[config.mk]
export PLATFORM = sky130hd
export DESIGN_NAME = cp0_tlb_op_sequencer
export DESIGN_NICKNAME = d
export VERILOG_FILES = /design/src/rtl/cp0_tlb_op_sequencer.sv
export SDC_FILE = /design/constraint.sdc
export NUM_CORES = 1
export LEC_CHECK = 0
export CAP_MARGIN = 20
export CORE_AREA = 3 3 230 232
export CTS_CLUSTER_SIZE = 40
export DETAILED_ROUTE_END_ITERATION = 12
export DIE_AREA = 0 0 233 235
export HOLD_SLACK_MARGIN = 0.15
export PLACE_DENSITY_LB_ADDON = 0.2
export SLEW_MARGIN = 10
export SYNTH_ARGS = -nofsm -noshare
export SYNTH_HDL_FRONTEND = slang
export SYNTH_SLANG_ARGS = --single-unit
export TNS_END_PERCENT = 100
[constraint.sdc]
create_clock -name clk -period 2.35 [get_ports clk]
set_input_delay 0.235 -clock clk [delete_from_list [all_inputs] [get_ports clk]]
set_output_delay 0.235 -clock clk [all_outputs]
set_load 0.05 [all_outputs]
[src/rtl/cp0_tlb_op_sequencer.sv]
// Sequences TLBP/TLBR/TLBWI/TLBWR from MEM: drives the TLB array ports, emits the
// CP0 update pulses, owns CP0 Random and requests a refetch after translation changes.
module cp0_tlb_op_sequencer #(
  parameter int TLB_NUM = 16
) (
  input  logic                         clk,
  input  logic                         rst,
  input  logic                         MEM_tlbReq_i,
  input  logic [1:0]                   MEM_tlbOp_i,
  input  logic [31:0]                  MEM_tlbPC_i,
  input  logic                         CP0_excOccur_i,
  input  logic [31:0]                  CP0_EntryHi_i,
  input  logic [31:0]                  CP0_EntryLo0_i,
  input  logic [31:0]                  CP0_EntryLo1_i,
  input  logic [31:0]                  CP0_Index_i,
  input  logic                         TLB_hit_i,
  input  logic [$clog2(TLB_NUM)-1:0]   TLB_hitIndex_i,
  input  logic [95:0]                  TLB_rdData_i,
  output logic                         tlb_ready_o,
  output logic                         TLB_searchEn_o,
  output logic [26:0]                  TLB_searchKey_o,
  output logic                         TLB_rdEn_o,
  output logic                         TLB_wen_o,
  output logic [$clog2(TLB_NUM)-1:0]   TLB_index_o,
  output logic [95:0]                  TLB_wData_o,
  output logic                         DMMU_TLBPwrite_o,
  output logic                         DMMU_TLBRwrite_o,
  output logic [31:0]                  DMMU_Index_o,
  output logic [31:0]                  DMMU_EntryHi_o,
  output logic [31:0]                  DMMU_EntryLo0_o,
  output logic [31:0]                  DMMU_EntryLo1_o,
  output logic [31:0]                  CP0_Random_o,
  output logic                         tlb_flush_o,
  output logic [31:0]                  tlb_flushPC_o
);
  localparam int IDX_W = $clog2(TLB_NUM);
  localparam logic [IDX_W-1:0] RND_MAX = IDX_W'(TLB_NUM - 1);

  typedef enum logic [1:0] {OP_TLBP = 2'b00, OP_TLBR = 2'b01, OP_TLBWI = 2'b10, OP_TLBWR = 2'b11} op_e;
  typedef enum logic [2:0] {IDLE, SRCH, SRES, RD, RRES, WR, DONE} state_e;

  state_e           state_q, state_d;
  op_e              op_q, op_d;
  logic [31:0]      pc_q, pc_d, ehi_q, ehi_d, lo0_q, lo0_d, lo1_q, lo1_d;
  logic [IDX_W-1:0] idx_q, idx_d, rnd_lat_q, rnd_lat_d, random_q, random_d;
  logic             ready_q, ready_d, srch_q, srch_d, rd_q, rd_d, wen_q, wen_d;
  logic             pw_q, pw_d, rw_q, rw_d, flush_q, flush_d;
  logic             accept;
  logic             unused_idx;

  assign unused_idx = ^CP0_Index_i[31:IDX_W];

  always_comb begin
    accept    = MEM_tlbReq_i & ready_q & ~CP0_excOccur_i;
    state_d   = state_q;
    op_d      = op_q;
    pc_d      = pc_q;
    ehi_d     = ehi_q;
    lo0_d     = lo0_q;
    lo1_d     = lo1_q;
    idx_d     = idx_q;
    rnd_lat_d = rnd_lat_q;
    random_d  = (random_q == '0) ? RND_MAX : random_q - 1'b1;
    if (accept) begin
      op_d      = op_e'(MEM_tlbOp_i);
      pc_d      = MEM_tlbPC_i;
      ehi_d     = CP0_EntryHi_i;
      lo0_d     = CP0_EntryLo0_i;
      lo1_d     = CP0_EntryLo1_i;
      idx_d     = CP0_Index_i[IDX_W-1:0];
      rnd_lat_d = random_q;
    end
    unique case (state_q)
      IDLE: if (accept) begin
        unique case (op_e'(MEM_tlbOp_i))
          OP_TLBP: state_d = SRCH;
          OP_TLBR: state_d = RD;
          default: state_d = WR;
        endcase
      end
      SRCH:    state_d = SRES;
      SRES:    state_d = DONE;
      RD:      state_d = RRES;
      RRES:    state_d = DONE;
      WR:      state_d = DONE;
      DONE:    state_d = IDLE;
      default: state_d = IDLE;
    endcase
    // Outputs are decoded from the next state so they come straight off flops.
    ready_d = (state_d == IDLE);
    srch_d  = (state_d == SRCH);
    pw_d    = (state_d == SRES);
    rd_d    = (state_d == RD);
    rw_d    = (state_d == RRES);
    wen_d   = (state_d == WR);
    flush_d = (state_d == DONE) && (state_q != DONE) && (op_q != OP_TLBP);
  end

  always_ff @(posedge clk or negedge rst) begin
    if (!rst) begin
      state_q   <= IDLE;
      op_q      <= OP_TLBP;
      pc_q      <= '0;
      ehi_q     <= '0;
      lo0_q     <= '0;
      lo1_q     <= '0;
      idx_q     <= '0;
      rnd_lat_q <= '0;
      random_q  <= RND_MAX;
      ready_q   <= 1'b1;
      srch_q    <= 1'b0;
      pw_q      <= 1'b0;
      rd_q      <= 1'b0;
      rw_q      <= 1'b0;
      wen_q     <= 1'b0;
      flush_q   <= 1'b0;
    end else begin
      state_q   <= state_d;
      op_q      <= op_d;
      pc_q      <= pc_d;
      ehi_q     <= ehi_d;
      lo0_q     <= lo0_d;
      lo1_q     <= lo1_d;
      idx_q     <= idx_d;
      rnd_lat_q <= rnd_lat_d;
      random_q  <= random_d;
      ready_q   <= ready_d;
      srch_q    <= srch_d;
      pw_q      <= pw_d;
      rd_q      <= rd_d;
      rw_q      <= rw_d;
      wen_q     <= wen_d;
      flush_q   <= flush_d;
    end
  end

  assign tlb_ready_o      = ready_q;
  assign TLB_searchEn_o   = srch_q;
  assign TLB_searchKey_o  = {ehi_q[31:13], ehi_q[7:0]};
  assign TLB_rdEn_o       = rd_q;
  assign TLB_wen_o        = wen_q;
  assign TLB_index_o      = (op_q == OP_TLBWR) ? rnd_lat_q : idx_q;
  assign TLB_wData_o      = {ehi_q, lo0_q, lo1_q};
  assign DMMU_TLBPwrite_o = pw_q;
  assign DMMU_TLBRwrite_o = rw_q;
  assign DMMU_Index_o     = {~TLB_hit_i, {(31-IDX_W){1'b0}}, TLB_hit_i ? TLB_hitIndex_i : {IDX_W{1'b0}}};
  assign DMMU_EntryHi_o   = TLB_rdData_i[95:64];
  assign DMMU_EntryLo0_o  = TLB_rdData_i[63:32];
  assign DMMU_EntryLo1_o  = TLB_rdData_i[31:0];
  assign CP0_Random_o     = {{(32-IDX_W){1'b0}}, random_q};
  assign tlb_flush_o      = flush_q;
  assign tlb_flushPC_o    = pc_q + 32'h4;

endmodule
==> metrics.md <==
| Metric | Value |
|---|---|
| Fin util | 23.18% |
| Post-layout net count | 1,114 |
| Largest family of logic cells by synthesized area | multiplexers |
| Most common flop cell mapped by yosys | dfrtp_1 |
| Register area | about 0.0038 mm2 |
| IO Port Bufs | 317 |
| TritonCTS clock tree | built |
| Avg Inst Size Synth | 12.39 um2 |
| Worst hold path type | in -> async |
| Status | finished with violations |
| WP data required | 2.12 ns |
| Asr flop ratio synth | 100.0% |
| Mapped Cells | between 600 and 700 |
| Final min period | 2.640 ns |
| Violated checks | setup timing |
| Crit end category | output pin |
| Achievable Freq | 378.8 MHz |
| PnR worst setup slack | -0.2898 ns |
| Xor/xnor share of the synthesized area | between 3 and 4% |
| Final HPWL DP | about 20,000 um |
| DR vias/cell | ~3.2 |
| Later-pin clock latency in the skew report | around 0.47 ns |
| DR vias | 4,989 |
| Worst Setup Start Kind | register |
| Global route total overflow | 0 |
| CP startpoint | pc_q[9] |
| Share of cells above drive strength 1 | 33.96% |
| WL per Instance | 16.77 um |
| Leak | 4.932 nW |
| Initial cell density of the core | approximately 15% |
| Max_slew headroom | 60.13% |
| Final Max Tran Viols | 0 |
| Area growth, synth to finish | 56.72% |
| GR Util All Layers | 9.463% |
| Yosys reg bits | 152 |
| Crit-path max FO | 4 |
| Synthesized cell area | about 0.0076 mm2 |
| Worst-margin pin slew | 0.5962 ns |
| Unrepaired setup endpoints after global routing | yes |
| Chip Height | between 200 and 250 um |
| Crit Path Category | reg -> out |
| Synth Area in Adders | less than 1% |
| Setup Viol. Count Final | 14 |
| Rows | 83 |
| Final worst path period share | 112.3% |
| Post-synth EDFFs | 0 |
| 1st-iter DRT viols | 119 |
| DR DRC count | 0 |
| Peak supply drop | slightly below 0.8 mV |
| Setup slack, reg-to-reg | 0.68 ns |
| Multiplexer area fraction after synthesis | 20.82% |
| Max clock buf depth | 2 |
| ANT cells | 0 |
| # H-tree levels | 4 |
| Ys Warns | 0 |
| Post-synthesis compound-gate area fraction | 0.9750% |
| Max-Cap Viols | 0 |
| Inst Count DP | 1,492 |
| Area occupied by multi-input gates | between 0.002 and 0.003 mm2 |
| Die area | 0.05476 mm2 |
| Worst hold margin | 0.2934 ns |
| Worst EP arrival | 2.40 ns |
| Largest net degree at the start of global routing | 53 |
| Routed wire length | 25,770 um |
| Pwr Density | 1662 mW/mm2 |
| Worst Clk Skew | about 0.014 ns |
| Pwr Total | slightly below 20 mW |
| Antenna-violating nets left | 0 |
| Library cells used by synthesis | 35 |
| Die width | 233 um |
| Fillcell total | 5,451 |
| Sequential share of the synthesized area | 50.32% |
| First-pass GRT wire length | 36,740 um |
| Vias in the first global route | 5,374 |
| Core area | roughly 0.05 mm2 |
| Initial antenna violation count | 4 |
| Routability cong. | between 0.6 and 0.7 |
| First-pass DRT Iterations | 4 |
| Clk sink count | approximately 150 |
| Setup Total Neg Slack | -3.029 ns |
| Clk root buf | clkbuf_16 |
| Io pins | 593 |
| Clk slew on worst S/H paths | 0.07 ns |
| Final std cells w/o fill | 1,537 |
| Synth Area in Simple Gates | around 5% |
| Count of final hold-check violations | 0 |
| Clock buffer count from CTS | 17 |
| Worst r2r src | tlb_ready_o |
## power by group
| group | total [mW] | switching, mW | internal [mW] |
|---|---|---|---|
| logic | 12.0 | 7.42 | 4.61 |
| registers | 4.81 | 0.927 | 3.88 |
| clock network | 2.88 | 1.28 | 1.61 |
| total | 19.7 | 9.62 | 10.1 |
## cell type report
type                       count  area share (%)
timing repair buffer         356           31.91
clock buffer                  20           3.765
multi-input combinational    309           23.57
sequential                   152           32.14
tap                          680           7.171
inverter                       8          0.2531
clock inverter                12           1.192
## stage by stage
stage                     instance area, um2  setup WS, ns
after floorplan                         7864      0.002570
after global placement                 10980        0.1230
after detailed placement               10980        0.1240
after CTS                              11720       -0.3902
after global routing                   11870       -0.4220
final                                  11870       -0.2898
## synthesized netlist by cell type, types with 4 or more instances
master | instances | share of area, %
buf_4 | 180 | 18
dfrtp_1 | 147 | 49
mux2_2 | 140 | 21
clkbuf_1 | 16 | 0.79
nand2_1 | 15 | 0.74
xnor2_1 | 15 | 1.7
nor2_1 | 14 | 0.69
xor2_1 | 13 | 1.5
nand3_1 | 10 | 0.66
and2_1 | 8 | 0.66
inv_1 | 8 | 0.40
dfstp_2 | 5 | 1.7
nor3_1 | 5 | 0.33
a21oi_1 | 4 | 0.26
nand4_1 | 4 | 0.33
## worst paths after layout
path,endpoint,depth (start not counted)
worst min-delay path,lo1_q[19],2
worst max register to register,ehi_q[11],4
worst min register to register,rnd_lat_q[0],2
min in group clk,lo1_q[20],2
max in group asynchronous,tlb_ready_o,3
worst max-delay path,tlb_flushPC_o[29],6
## layout by cell type, fill, tap and decap left out, types with 5 or more instances in the layout
| master | n |
|---|---|
| clkdlybuf4s50_1 | 281 |
| nor2_1 | 8 |
| and2_1 | 8 |
| nand2_1 | 14 |
| xor2_1 | 7 |
| buf_4 | 35 |
| dfstp_2 | 5 |
| xor2_2 | 5 |
| conb_1 | 55 |
| clkbuf_16 | 17 |
| mux2_2 | 140 |
| inv_1 | 8 |
| dfrtp_1 | 144 |
| buf_12 | 31 |
| nand3_2 | 6 |
| xnor2_2 | 12 |
## critical path, cell delays in order (launching register included)
cell,delay (ns)
dfrtp_1,0.38
nand2_1,0.08
or4_4,0.57
or3_4,0.39
nor3_4,0.16
xor2_2,0.20
buf_12,0.16
## state kept, by name (all words and copies together) (netlist names)
register          count
ehi_q                32
lo0_q                32
lo1_q                32
pc_q                 32
idx_q                 4
random_q              4
rnd_lat_q             4
state_q               3
op_q                  2
DMMU_TLBPwrite_o      1
DMMU_TLBRwrite_o      1
TLB_rdEn_o            1
TLB_searchEn_o        1
TLB_wen_o             1
tlb_flush_o           1
tlb_ready_o           1
## repair_timing
action,CTS,global route
buffers inserted,5,7
resized for setup,26,18
hold endpoints to repair,45,0
hold buffers,1,0
endpoints found under the setup margin,27,22
pin swaps,9,15
## kinds of logic after synthesis
family                   count (synthesis)
AND/OR/NAND/NOR                         71
XOR/XNOR                                28
AO/OA/AOI/OAI                           12
multiplexers                           140
other                                    1
buffers and inverters                  204
flip-flops                             152
adder cells (fa/ha/maj)                  3
## routing by layer
layer	up-vias	track usage, %	wire length [um]
li1	2264	-	-
met1	2340	9.365	9040
met2	305	15.06	12260
met3	74	5.698	3173
met4	6	5.786	1254
met5	-	0	45
Power figures use the tool's default switching activity.
